<file path="config.mk">
export PLATFORM = sky130hd
export DESIGN_NAME = game_result_latch
export DESIGN_NICKNAME = d
export VERILOG_FILES = /design/src/rtl/game_result_latch_pkg.sv /design/src/rtl/game_result_latch.sv
export SDC_FILE = /design/constraint.sdc
export NUM_CORES = 1
export LEC_CHECK = 0
export CORE_ASPECT_RATIO = 0.8
export CORE_MARGIN = 2
export CORE_UTILIZATION = 47
export CTS_CLUSTER_DIAMETER = 50
export CTS_CLUSTER_SIZE = 24
export DETAILED_ROUTE_END_ITERATION = 10
export PLACE_DENSITY = 0.77
export SKIP_CTS_REPAIR_TIMING = 1
export SYNTH_ARGS = -nofsm -noshare
export SYNTH_HDL_FRONTEND = slang
export SYNTH_SLANG_ARGS = --single-unit
</file>
<file path="constraint.sdc">
create_clock -name clk -period 1.8 [get_ports clk]
set_clock_uncertainty 0.05 [all_clocks]
set_input_delay 0.36 -clock clk [delete_from_list [all_inputs] [get_ports clk]]
set_output_delay 0.36 -clock clk [all_outputs]
set_load 0.01 [all_outputs]
</file>
<file path="src/rtl/game_result_latch_pkg.sv">
// Shared types for the match-outcome latch: the winner code seen by draw_gameover
// and the match FSM states.
package game_pkg;

  typedef enum logic [1:0] {
    WIN_NONE = 2'b00,
    WIN_P1   = 2'b01,
    WIN_P2   = 2'b10,
    WIN_DRAW = 2'b11
  } winner_t;

  typedef enum logic [1:0] {
    IDLE,
    RUNNING,
    OVER_HOLD,
    OVER_WAIT
  } state_t;

  localparam int DEFAULT_HOLD_FRAMES = 120;

endpackage

</file>
<file path="src/rtl/game_result_latch.sv">
// Two-player match-outcome FSM: gathers collisions per frame, resolves them on
// frame_tick, holds the game-over screen, then accepts a restart.
module game_result_latch
  import game_pkg::*;
#(
  parameter  int HOLD_FRAMES = DEFAULT_HOLD_FRAMES,
  localparam int CNT_W       = $clog2(HOLD_FRAMES + 1)
) (
  input  logic       clk,
  input  logic       rst,
  input  logic       frame_tick,
  input  logic       start_btn,
  input  logic       p1_hit,
  input  logic       p2_hit,
  output logic [1:0] winner_latched,
  output logic       game_running,
  output logic       game_over,
  output logic       restart_pulse
);

  localparam logic [CNT_W-1:0] CNT_LAST = CNT_W'(HOLD_FRAMES - 1);

  state_t           r_state;
  winner_t          r_winner;
  logic [CNT_W-1:0] r_cnt;
  logic             r_p1_seen, r_p2_seen;
  logic             r_start_pend, r_start_prev;
  logic             r_restart, r_running, r_over;

  state_t           w_state_nxt;
  winner_t          w_winner_nxt;
  logic [CNT_W-1:0] w_cnt_nxt;
  logic             w_p1_nxt, w_p2_nxt;
  logic             w_pend_nxt, w_restart_nxt;
  logic             w_start_edge, w_pend_eff, w_p1_eff, w_p2_eff;

  assign w_start_edge = start_btn & ~r_start_prev;
  assign w_pend_eff   = r_start_pend | w_start_edge;
  // A hit on the tick cycle itself still belongs to the frame being closed.
  assign w_p1_eff     = r_p1_seen | p1_hit;
  assign w_p2_eff     = r_p2_seen | p2_hit;

  // NOTE: every output of this block gets a default before the case so no
  // path leaves a signal unassigned, which would otherwise infer a latch.
  always_comb begin
    w_state_nxt   = r_state;
    w_winner_nxt  = r_winner;
    w_cnt_nxt     = r_cnt;
    w_p1_nxt      = 1'b0;
    w_p2_nxt      = 1'b0;
    w_pend_nxt    = r_start_pend;
    w_restart_nxt = 1'b0;

    case (r_state)
      IDLE, OVER_WAIT: begin
        w_pend_nxt = w_pend_eff;
        if (frame_tick && w_pend_eff) begin
          w_state_nxt   = RUNNING;
          w_winner_nxt  = WIN_NONE;
          w_pend_nxt    = 1'b0;
          w_restart_nxt = 1'b1;
        end
      end
      RUNNING: begin
        w_p1_nxt = w_p1_eff;
        w_p2_nxt = w_p2_eff;
        if (frame_tick) begin
          w_p1_nxt = 1'b0;
          w_p2_nxt = 1'b0;
          if (w_p1_eff || w_p2_eff) begin
            // The player who crashed loses, so a lone p1 hit means P2 wins.
            if (w_p1_eff && w_p2_eff) w_winner_nxt = WIN_DRAW;
            else if (w_p1_eff)        w_winner_nxt = WIN_P2;
            else                      w_winner_nxt = WIN_P1;
            w_state_nxt = OVER_HOLD;
            w_cnt_nxt   = '0;
          end
        end
      end
      OVER_HOLD: begin
        if (frame_tick) begin
          if (r_cnt == CNT_LAST) w_state_nxt = OVER_WAIT;
          else                   w_cnt_nxt   = r_cnt + CNT_W'(1);
        end
      end
      default: w_state_nxt = IDLE;
    endcase
  end

  // NOTE: sequential state uses non-blocking assignments so every register
  // samples the same pre-edge values regardless of statement order.
  always_ff @(posedge clk) begin
    if (rst) begin
      r_state      <= IDLE;
      r_winner     <= WIN_NONE;
      r_cnt        <= '0;
      r_p1_seen    <= 1'b0;
      r_p2_seen    <= 1'b0;
      r_start_pend <= 1'b0;
      r_start_prev <= 1'b1;
      r_restart    <= 1'b0;
      r_running    <= 1'b0;
      r_over       <= 1'b0;
    end else begin
      r_state      <= w_state_nxt;
      r_winner     <= w_winner_nxt;
      r_cnt        <= w_cnt_nxt;
      r_p1_seen    <= w_p1_nxt;
      r_p2_seen    <= w_p2_nxt;
      r_start_pend <= w_pend_nxt;
      r_start_prev <= start_btn;
      r_restart    <= w_restart_nxt;
      r_running    <= (w_state_nxt == RUNNING);
      r_over       <= (w_state_nxt == OVER_HOLD) || (w_state_nxt == OVER_WAIT);
    end
  end

  assign winner_latched = r_winner;
  assign game_running   = r_running;
  assign game_over      = r_over;
  assign restart_pulse  = r_restart;

endmodule

</file>
# Word-level counts from Yosys, hierarchy flattened

Index checks and enable logic that the tools add are counted.

Register bits: 18
Latch bits: 0
Memory bits (writable): 0
Memory bits (read-only): 0
Word-level logic and storage cells: 61
Memories kept: 0

Add/subtract/negate cells: 1
Multipliers: 0
Div/mod/pow operators: 0
Magnitude comparators: 0
Equality and inequality tests: 12
Shift-type cells: 0
Multiplexer cells: 19
Bitwise operators: 7
Reductions and logical operators: 12

Operators with widths:

| operator                                                        | count |
|---|---|
| 7-bit 2-to-1 mux                                                | 4 |
| 2-bit 2-to-1 mux                                                | 10 |
| 7-bit one-hot mux with 2 select lines                           | 1 |
| 2-bit != test, second input constant                            | 5 |
| 2-bit == test, second input constant                            | 4 |
| 7-bit by 1-bit adder with 7-bit output, second input constant   | 1 |
| 7-bit == test, second input constant                            | 1 |
| 2-bit one-hot mux with 3 select lines                           | 1 |
| 5-bit AND reduction                                             | 1 |
| 2-bit by 1-bit == test with 1-bit output, second input constant | 2 |
| 2-bit one-hot mux with 2 select lines                           | 1 |
| 4-bit AND reduction                                             | 1 |
| 2-bit nonzero test                                              | 2 |
| 2-bit OR reduction                                              | 2 |
| 1-bit inverter                                                  | 3 |
| 1-bit bitwise OR                                                | 3 |
| 3-bit OR reduction                                              | 1 |
| 1-bit logical AND                                               | 2 |
| 2-bit logical NOT                                               | 1 |
| 1-bit logical OR                                                | 2 |
| 1-bit 2-to-1 mux                                                | 2 |
| 1-bit bitwise AND                                               | 1 |

# Depth between registers and ports, before layout

Gate-level depths: netlist (run 1).

Word-level depth: 8
Depth in mapped cells: 7
Gate-level depth less buffers: 6

# Worst setup path after synthesis (run 1)

OpenSTA, ideal clock, no wires.

Path kind: register to register
From: register r_state[1]
To: register r_running (netlist: game_running)
Library setup time: 0.129 ns
Arrival: 1.573 ns
Required time: 1.621 ns
Setup slack: 0.048 ns
Cell stages (with the launch flop): 8
Buffers on the path: 1
Clock period less this slack: 1.752 ns
Cell sequence: dfxtp_1 inv_1 ha_1 clkbuf_1 o21ai_0 o211ai_1 o2111ai_1 nor4b_1

Longest elaborated chain between the ends: 4
Elaborated cells on any way between the ends: 12
Those cells by class: eq/ne (4); mux (6); reduce/logical (2)

RTL lines:

| what                                       | line                     | source |
|---|---|---|
| from (decl)                                | game_result_latch.sv:23  | `state_t r_state;` |
| from (signal assigned)                     | game_result_latch.sv:105 | `r_state <= w_state_nxt;` |
| 2-bit == test (tied with other cells)      | game_result_latch.sv:54  | `case (r_state)` |
| 2-bit OR reduction (tied with other cells) | game_result_latch.sv:54  |  |
| 2-bit one-hot mux with 3 select lines *    | game_result_latch.sv:54  |  |
| 2-bit by 1-bit == test with 1-bit output * | game_result_latch.sv:113 | `r_running <= (w_state_nxt == RUNNING);` |
| to (signal assigned)                       | game_result_latch.sv:113 |  |
| to (decl)                                  | game_result_latch.sv:28  | `logic r_restart, r_running, r_over;` |

Every way passes the cells marked *; elsewhere a longest branch is shown, timed or not.
A chain may end at the register's enable or synchronous reset.

# Worst setup path after layout (run 1)

From: input port p1_hit
To: register r_cnt[2]

Longest elaborated chain between the ends: 4

RTL lines:

| what                                 | line                     | source |
|---|---|---|
| from (decl)                          | game_result_latch.sv:13  | `input logic p1_hit,` |
| 1-bit bitwise OR                     | game_result_latch.sv:40  | `assign w_p1_eff = r_p1_seen \| p1_hit;` |
| 1-bit logical OR                     | game_result_latch.sv:70  | `if (w_p1_eff \|\| w_p2_eff) begin` |
| 2-bit != test (no source line)       | n/a                      |  |
| 5-bit AND reduction (no source line) | n/a                      |  |
| to (signal assigned)                 | game_result_latch.sv:107 | `r_cnt <= w_cnt_nxt;` |
| to (decl)                            | game_result_latch.sv:25  | `logic [CNT_W-1:0] r_cnt;` |

Every way passes these cells.

==> results of run 1 <==
## logic make-up (layout without fill, tap and decap cells)
family                     after synthesis  count (layout)  synth area share
DFF                                     17              17             0.394
AOI/OAI and AO/OA                       29              29             0.232
and+or+nand+nor                         38              38             0.242
xor gates and xnor gates                 2               2            0.0203
buffers and inverters                   11              38            0.0564
adders and majority gates                3               3            0.0434
muxes                                    1               1            0.0130
## metal layers
layer	vias up	global-route usage
li1	431	-
met1	396	0.296
met2	28	0.347
met3	7	0.0536
met4	0	0.0632
met5	-	0
## worst max-delay path: stages
cell and delay [ns]:
clkdlybuf4s50_1 0.47, buf_4 0.12, nor4_2 0.04, buf_4 0.15, a21o_4 0.22, or4_1 0.50, nand2_1 0.07
## synthesized netlist by cell type
cell type | n | area share
nor2b_1 | 1 | 0.0072
nand2_1 | 5 | 0.022
a2111oi_0 | 1 | 0.010
a311oi_1 | 1 | 0.010
nor4_1 | 1 | 0.0072
o21ai_0 | 9 | 0.052
a211oi_1 | 2 | 0.017
o211ai_1 | 3 | 0.026
nand3b_1 | 1 | 0.0087
a31o_1 | 1 | 0.010
o32ai_1 | 2 | 0.020
nor2_1 | 9 | 0.039
xnor2_1 | 2 | 0.020
ha_1 | 3 | 0.043
buf_6 | 1 | 0.013
or4_1 | 2 | 0.017
a221o_2 | 1 | 0.013
o41a_1 | 1 | 0.013
nand4_1 | 2 | 0.014
nand3_1 | 3 | 0.017
or3_1 | 3 | 0.022
dfxtp_1 | 17 | 0.39
a2bb2oi_1 | 1 | 0.010
and3_1 | 1 | 0.0072
a21o_1 | 1 | 0.0087
clkbuf_1 | 2 | 0.0087
or2_2 | 1 | 0.0072
and2b_2 | 1 | 0.010
and3b_1 | 1 | 0.010
mux2_2 | 1 | 0.013
a21oi_1 | 4 | 0.023
nand2b_1 | 1 | 0.0072
and4_1 | 1 | 0.010
nor3_1 | 3 | 0.017
o2111ai_1 | 1 | 0.010
and2_1 | 1 | 0.0072
inv_1 | 8 | 0.035
nor4b_1 | 1 | 0.010
a31oi_1 | 1 | 0.0072
## metrics by stage
step | TNS, ns | total power, mW | setup slack, ns | area (µm²)
after floorplan | 0 | 0.473 | 0.0478 | 865
after global placement | -2.72 | 0.535 | -0.382 | 1090
after detailed placement | -3.27 | 0.541 | -0.438 | 1090
after CTS | -0.502 | 0.741 | -0.152 | 1120
after global routing | 0 | 0.786 | 0.00193 | 1170
final | 0 | 0.751 | 0.0585 | 1170
## where the power goes
group	internal, mW	switching (mW)
Combinational	0.0832	0.0748
Sequential	0.386	0.00756
Clock	0.0863	0.113
## flip-flops by register name, summed over array words and instances (netlist names)
| name | count |
|---|---|
| game_running | 1 |
| r_cnt | 7 |
| winner_latched | 2 |
| restart_pulse | 1 |
| r_start_pend | 1 |
| r_p2_seen | 1 |
| r_p1_seen | 1 |
| r_start_prev | 1 |
| r_state | 2 |
## final timing paths
check	startpoint	to	depth (start not counted)
worst min-delay path	p2_hit	r_p2_seen$_SDFF_PP0_	4
worst max-delay path	p1_hit	r_cnt[2]$_SDFFE_PP0P_	7
worst min register to register	winner_latched[0]$_SDFFE_PP0P_	winner_latched[0]$_SDFFE_PP0P_	2
worst max register to register	r_p2_seen$_SDFF_PP0_	game_running$_SDFF_PP0_	4
## final cells by class
| cell class | instances | area (µm²) | area share |
|---|---|---|---|
| multi-input combinational | 73 | 526 | 0.448 |
| inverter | 8 | 30.0 | 0.0256 |
| sequential | 17 | 342 | 0.291 |
| tap | 22 | 27.5 | 0.0235 |
| clock buffer | 4 | 26.3 | 0.0224 |
| timing repair buffer | 26 | 223 | 0.190 |
==> impl_metrics.tcl, run 1 <==
set metrics [dict create \
    dieArea_um2 2200 \
    finalHoldViolCount 0 \
    syn_inst 101 \
    grt_pass1_vias 827 \
    final_layout_size_suffix_gt1_frac 0.242 \
    ios 11 \
    n_fill_cell 138 \
    diodes 0 \
    synth_seq_area_share 0.394 \
    dp.cells 146 \
    io_buffer_count 10 \
    chipHeight_um 42.4 \
    fin_crit_ns 1.74 \
    start_util 0.516 \
    cts_made_buffers 3 \
    place_hpwl_mm 1.67 \
    min_path_type "input port to flip-flop" \
    fin_hold_ws_ns 0.412 \
    final_cell_mix "dfxtp_1 (16), buf_4 (16), nor2_1 (9), clkdlybuf4s50_1 (9)" \
    vias_per_cell 5.75 \
    final_core_util 0.701 \
    cts.sinks 17 \
    arrival_ns 1.94 \
    grt_usage 0.220 \
    fin_crit_sh 0.967 \
    synth_area_um2 865 \
    grt_antenna_before_repair 0 \
    m1WireLength_um 991 \
    end_kind "flip-flop" \
    route.met2.wl_mm 1.10 \
    drt_pass1_iterations 4 \
    highest-signal-layer "met4" \
    r2r_slack_ns 0.10 \
    critPathMaxFanout 9 \
    path_class "input port to flip-flop" \
    htreeDepth 1 \
    maxCapViolations 0 \
    fmax_mhz 574 \
    ir_drop_mv 0.555 \
    clock_latency_ns 0.29 \
    rows 13 \
    yosys_warnings 0 \
    syn_area_per_cell_um2 8.56 \
    grt_max_degree 10 \
    routedWlPerCell_um 15.0 \
    via_count 862 \
    clk_pin_slew_ns 0.09 \
    instances_no_fill 150 \
    syn_to_final_growth_pct 35.7 \
    status "complete, no violations" \
    p_per_area_nw_per_um2 639 \
    dr.first_iter.drc_count 29 \
    cp.required_ns 2.00 \
    overflow 0 \
    finalNetCount 138 \
    grt_pass1_wl_mm 3.66 \
    remaining_drc_errors 0 \
    relSlewSlack 0.707 \
    cts_buffer_depth 2 \
    rsz0062_at_grt "no" \
    syn_nets 110 \
    finalMaxSlewViolations 0 \
    dr_wl_met3_um 125 \
    ys_types 39 \
    worstMarginPinSlew_ns 0.437 \
    core_area_um2 1680 \
    cts_tree "done" \
    setup_viol 0 \
    p_leak_nw 0.446 \
    start_kind "input port" \
    root_buffer "clkbuf_4" \
    gp_congestion 0.871 \
    ys_ff_latch 17 \
    totalWireLength_mm 2.26 \
    drtAntennaViolNets 0 \
    die_w_um 52.0 \
]
(Power assumes the default switching activity.)
==> inputs of run 2 (changes only) <==
RECOVER_POWER = 25   (was unset)
==> run 2 against run 1 <==
  * Clock-buffer cell count unchanged
  * Worst hold slack about the same
  * Die area unchanged
  * Sequential cell count unchanged
  * Via count decreased by 0.70%
==> impl_metrics.tcl, run 2 (synthesized netlist as in run 1, its figures left out) <==
set metrics [dict create \
    core_area_um2 1680 \
    grt_pass1_wl_mm 3.66 \
    start_util 0.516 \
    fmax_mhz 574 \
    diodes 0 \
    final_common_cell "dfxtp_1" \
    finalHoldViolCount 0 \
    dieArea_um2 2200 \
    drt_pass1_iterations 4 \
    fin_crit_sh 0.968 \
    cts_buffer_depth 2 \
    dr.first_iter.drc_count 29 \
    status "complete, no violations" \
    relSlewSlack 0.695 \
    critPathMaxFanout 9 \
    via_count 856 \
    cp.required_ns 2.00 \
    min_path_type "input port to flip-flop" \
    cts_made_buffers 3 \
    instances_no_fill 150 \
    p_leak_nw 0.443 \
    fin_setup_tns_ns 0 \
    htreeDepth 1 \
    final_layout_size_suffix_gt1_frac 0.234 \
    clk_pin_slew_ns 0.09 \
    totalWireLength_mm 2.25 \
    root_buffer "clkbuf_4" \
    place_hpwl_mm 1.67 \
    arrival_ns 1.94 \
    routedWlPerCell_um 15.0 \
    cts.sinks 17 \
    clock_latency_ns 0.29 \
    rows 13 \
    rsz0062_at_grt "no" \
    remaining_drc_errors 0 \
    setup_ws_ns 0.0581 \
    die_w_um 52.0 \
    vias_per_cell 5.71 \
    path_class "input port to flip-flop" \
    ir_drop_mv 0.554 \
    chipHeight_um 42.4 \
    start_kind "input port" \
    grt_pass1_vias 827 \
    gp_congestion 0.871 \
    grt_antenna_before_repair 0 \
    dp.cells 146 \
    top_register "r_cnt" \
    syn_to_final_growth_pct 35.3 \
    io_buffer_count 10 \
    grt_max_degree 10 \
    largest_reg_flops 7 \
    p_per_area_nw_per_um2 640 \
    end_kind "flip-flop" \
    final_cell_mix "dfxtp_1 (16), buf_4 (15), nor2_1 (9)" \
    setup_viol 0 \
    post-place-ws_ns -0.438 \
    grt_usage 0.220 \
    finalMaxSlewViolations 0 \
    cts_tree "done" \
    finalNetCount 138 \
    maxCapViolations 0 \
    drtAntennaViolNets 0 \
    ios 11 \
    fin_crit_ns 1.74 \
    overflow 0 \
    worstMarginPinSlew_ns 0.458 \
]
## run 2: changes by cell type in the layout (fill, tap and decap cells not counted), sizes merged
cell | before | now
buf | 16 | 15
clkbuf | 4 | 5
clkdlybuf4s50 | 9 | 8
dlygate4sd3 | 0 | 1
## run 2: metrics by stage
stage	instance area (µm²)	hold WS, ns	utilization	power, mW
after floorplan	865	0.409	-	0.473
after detailed placement	1090	0.439	0.653	0.541
after CTS	1120	0.453	0.668	0.741
final	1170	0.413	0.698	0.749
after global placement	1090	0.414	0.653	0.535
after global routing	1170	0.448	0.698	0.785
## run 2: critical path: stages
cell             delay, ns
clkdlybuf4s50_1       0.47
buf_4                 0.12
nor4_2                0.04
buf_4                 0.15
a21o_4                0.22
or4_1                 0.50
nand2_1               0.07
## run 2: layout make-up
class,count,area [µm²]
repair buffers,26,219
multi-input cells,73,526
well taps,22,27.5
inverters,8,30.0
fillers,140,505
clock buffers,4,26.3
flip-flops and latches,17,342
## run 2: where the power goes
part           switching, mW  internal (mW)  total [mW]
clock network          0.112         0.0863       0.198
registers            0.00753          0.386       0.394
logic                 0.0752         0.0819       0.157
## run 2: worst paths after layout
kind	start	to	slack, ns	cells after the start
max	p1_hit	r_cnt[2]$_SDFFE_PP0P_	0.06	7
min	p2_hit	r_p2_seen$_SDFF_PP0_	0.41	4
max reg2reg	r_p2_seen$_SDFF_PP0_	game_running$_SDFF_PP0_	0.10	4
min reg2reg	winner_latched[0]$_SDFFE_PP0P_	winner_latched[0]$_SDFFE_PP0P_	0.45	2
## run 2: layer usage
layer	GRT usage	share of wire
met2	0.347	0.47
met4	0.0632	0.027
met1	0.296	0.45
met5	0	0
met3	0.0536	0.045
==> inputs of run 3 (changes only) <==
PLACE_DENSITY = 0.72   (was 0.77)
==> run 3 against run 2 <==
  * Die area is the same
  * Worst hold slack improved by 0.0072 ns
  * Cell count rose by 0.67%
  * Core utilization fell by 0.97 points
  * Sequential cell count unchanged
  * Critical path type is now flip-flop to flip-flop
  * Largest power group unchanged
==> impl_metrics.tcl, run 3 (synthesized netlist as in run 1, its figures left out) <==
set metrics [dict create \
    status "complete, no violations" \
    rsz0062_at_grt "no" \
    remaining_drc_errors 0 \
    maxCapViolations 0 \
    core_area_um2 1680 \
    clock_latency_ns 0.29 \
    final_layout_size_suffix_gt1_frac 0.209 \
    setup_viol 0 \
    chipHeight_um 42.4 \
    grt_antenna_before_repair 0 \
    place_hpwl_mm 1.49 \
    routedWlPerCell_um 13.5 \
    grt_max_degree 11 \
    cts_tree "done" \
    finalNetCount 139 \
    start_util 0.516 \
    largest_reg_flops 7 \
    fin_crit_sh 0.966 \
    drt_pass1_iterations 4 \
    fin_hold_ws_ns 0.420 \
    instances_no_fill 151 \
    top_register "r_cnt" \
    dr.first_iter.drc_count 13 \
    power_uw 739 \
    via_count 842 \
    dieArea_um2 2200 \
    clk_pin_slew_ns 0.09 \
    fin_crit_ns 1.74 \
    final_core_util 0.689 \
    cp.required_ns 1.99 \
    die_w_um 52.0 \
    final_cell_mix "dfxtp_1 (14), buf_4 (14), nor2_1 (9)" \
    syn_to_final_growth_pct 33.4 \
    htreeDepth 1 \
    worstMarginPinSlew_ns 0.429 \
    start_kind "flip-flop" \
    arrival_ns 1.92 \
    fmax_mhz 575 \
    ios 11 \
    p_leak_nw 0.452 \
    totalWireLength_mm 2.03 \
    grt_usage 0.201 \
    gp_congestion 0.896 \
    vias_per_cell 5.58 \
    root_buffer "clkbuf_4" \
    min_path_type "input port to flip-flop" \
    grt_pass1_vias 769 \
    io_buffer_count 10 \
    path_class "flip-flop to flip-flop" \
    cts_buffer_depth 2 \
    end_kind "flip-flop" \
    cts.sinks 17 \
    rows 13 \
    dp.cells 146 \
    finalMaxSlewViolations 0 \
    diodes 0 \
    overflow 0 \
    critPathMaxFanout 5 \
    cts_made_buffers 3 \
    finalHoldViolCount 0 \
    ir_drop_mv 0.531 \
    relSlewSlack 0.714 \
    drtAntennaViolNets 0 \
    p_per_area_nw_per_um2 641 \
    grt_pass1_wl_mm 3.29 \
]
## run 3: path summary, 6_finish.rpt
check / from / end / slack, ns / cells past startpoint
min reg2reg: winner_latched[0]$_SDFFE_PP0P_ / winner_latched[0]$_SDFFE_PP0P_ / 0.43 / 2
max reg2reg: r_p2_seen$_SDFF_PP0_ / r_cnt[3]$_SDFFE_PP0P_ / 0.06 / 4
min: p2_hit / r_p2_seen$_SDFF_PP0_ / 0.42 / 4
max: r_p2_seen$_SDFF_PP0_ / r_cnt[3]$_SDFFE_PP0P_ / 0.06 / 4
## run 3: per-layer routing
| layer | vias to the layer above | GRT usage | wire [µm] |
|---|---|---|---|
| met5 | - | 0 | 0 |
| met4 | 0 | 0.0632 | 25 |
| met3 | 5 | 0.0643 | 103 |
| met2 | 25 | 0.286 | 863 |
| met1 | 379 | 0.285 | 1040 |
| li1 | 433 | - | - |
## run 3: cell type report
type	count	area [µm²]
clock buffers	4	26.3
multi-input cells	74	504
inverters	8	30.0
well taps	22	27.5
repair buffers	26	221
flip-flops and latches	17	344
fillers	134	522
## run 3: critical path, cell delays in order (launching register included)
cell and delay, ns:
dfxtp_2 0.34, o41a_1 0.48, a31o_1 0.23, or4_1 0.50, nand2_1 0.08
## run 3: where the power goes
part	internal [mW]	switching, mW
Sequential	0.387	0.00764
Combinational	0.0778	0.0690
Clock	0.0863	0.112
## run 3: per-stage QoR
step / cell area [µm²] / worst slack [ns] / TNS, ns
4_1_cts: 1120 / -0.153 / -0.482
6_report: 1150 / 0.0621 / 0
5_1_grt: 1150 / 0.00618 / 0
2_1_floorplan: 865 / 0.0478 / 0
3_3_place_gp: 1090 / -0.387 / -2.93
3_5_place_dp: 1090 / -0.437 / -3.42
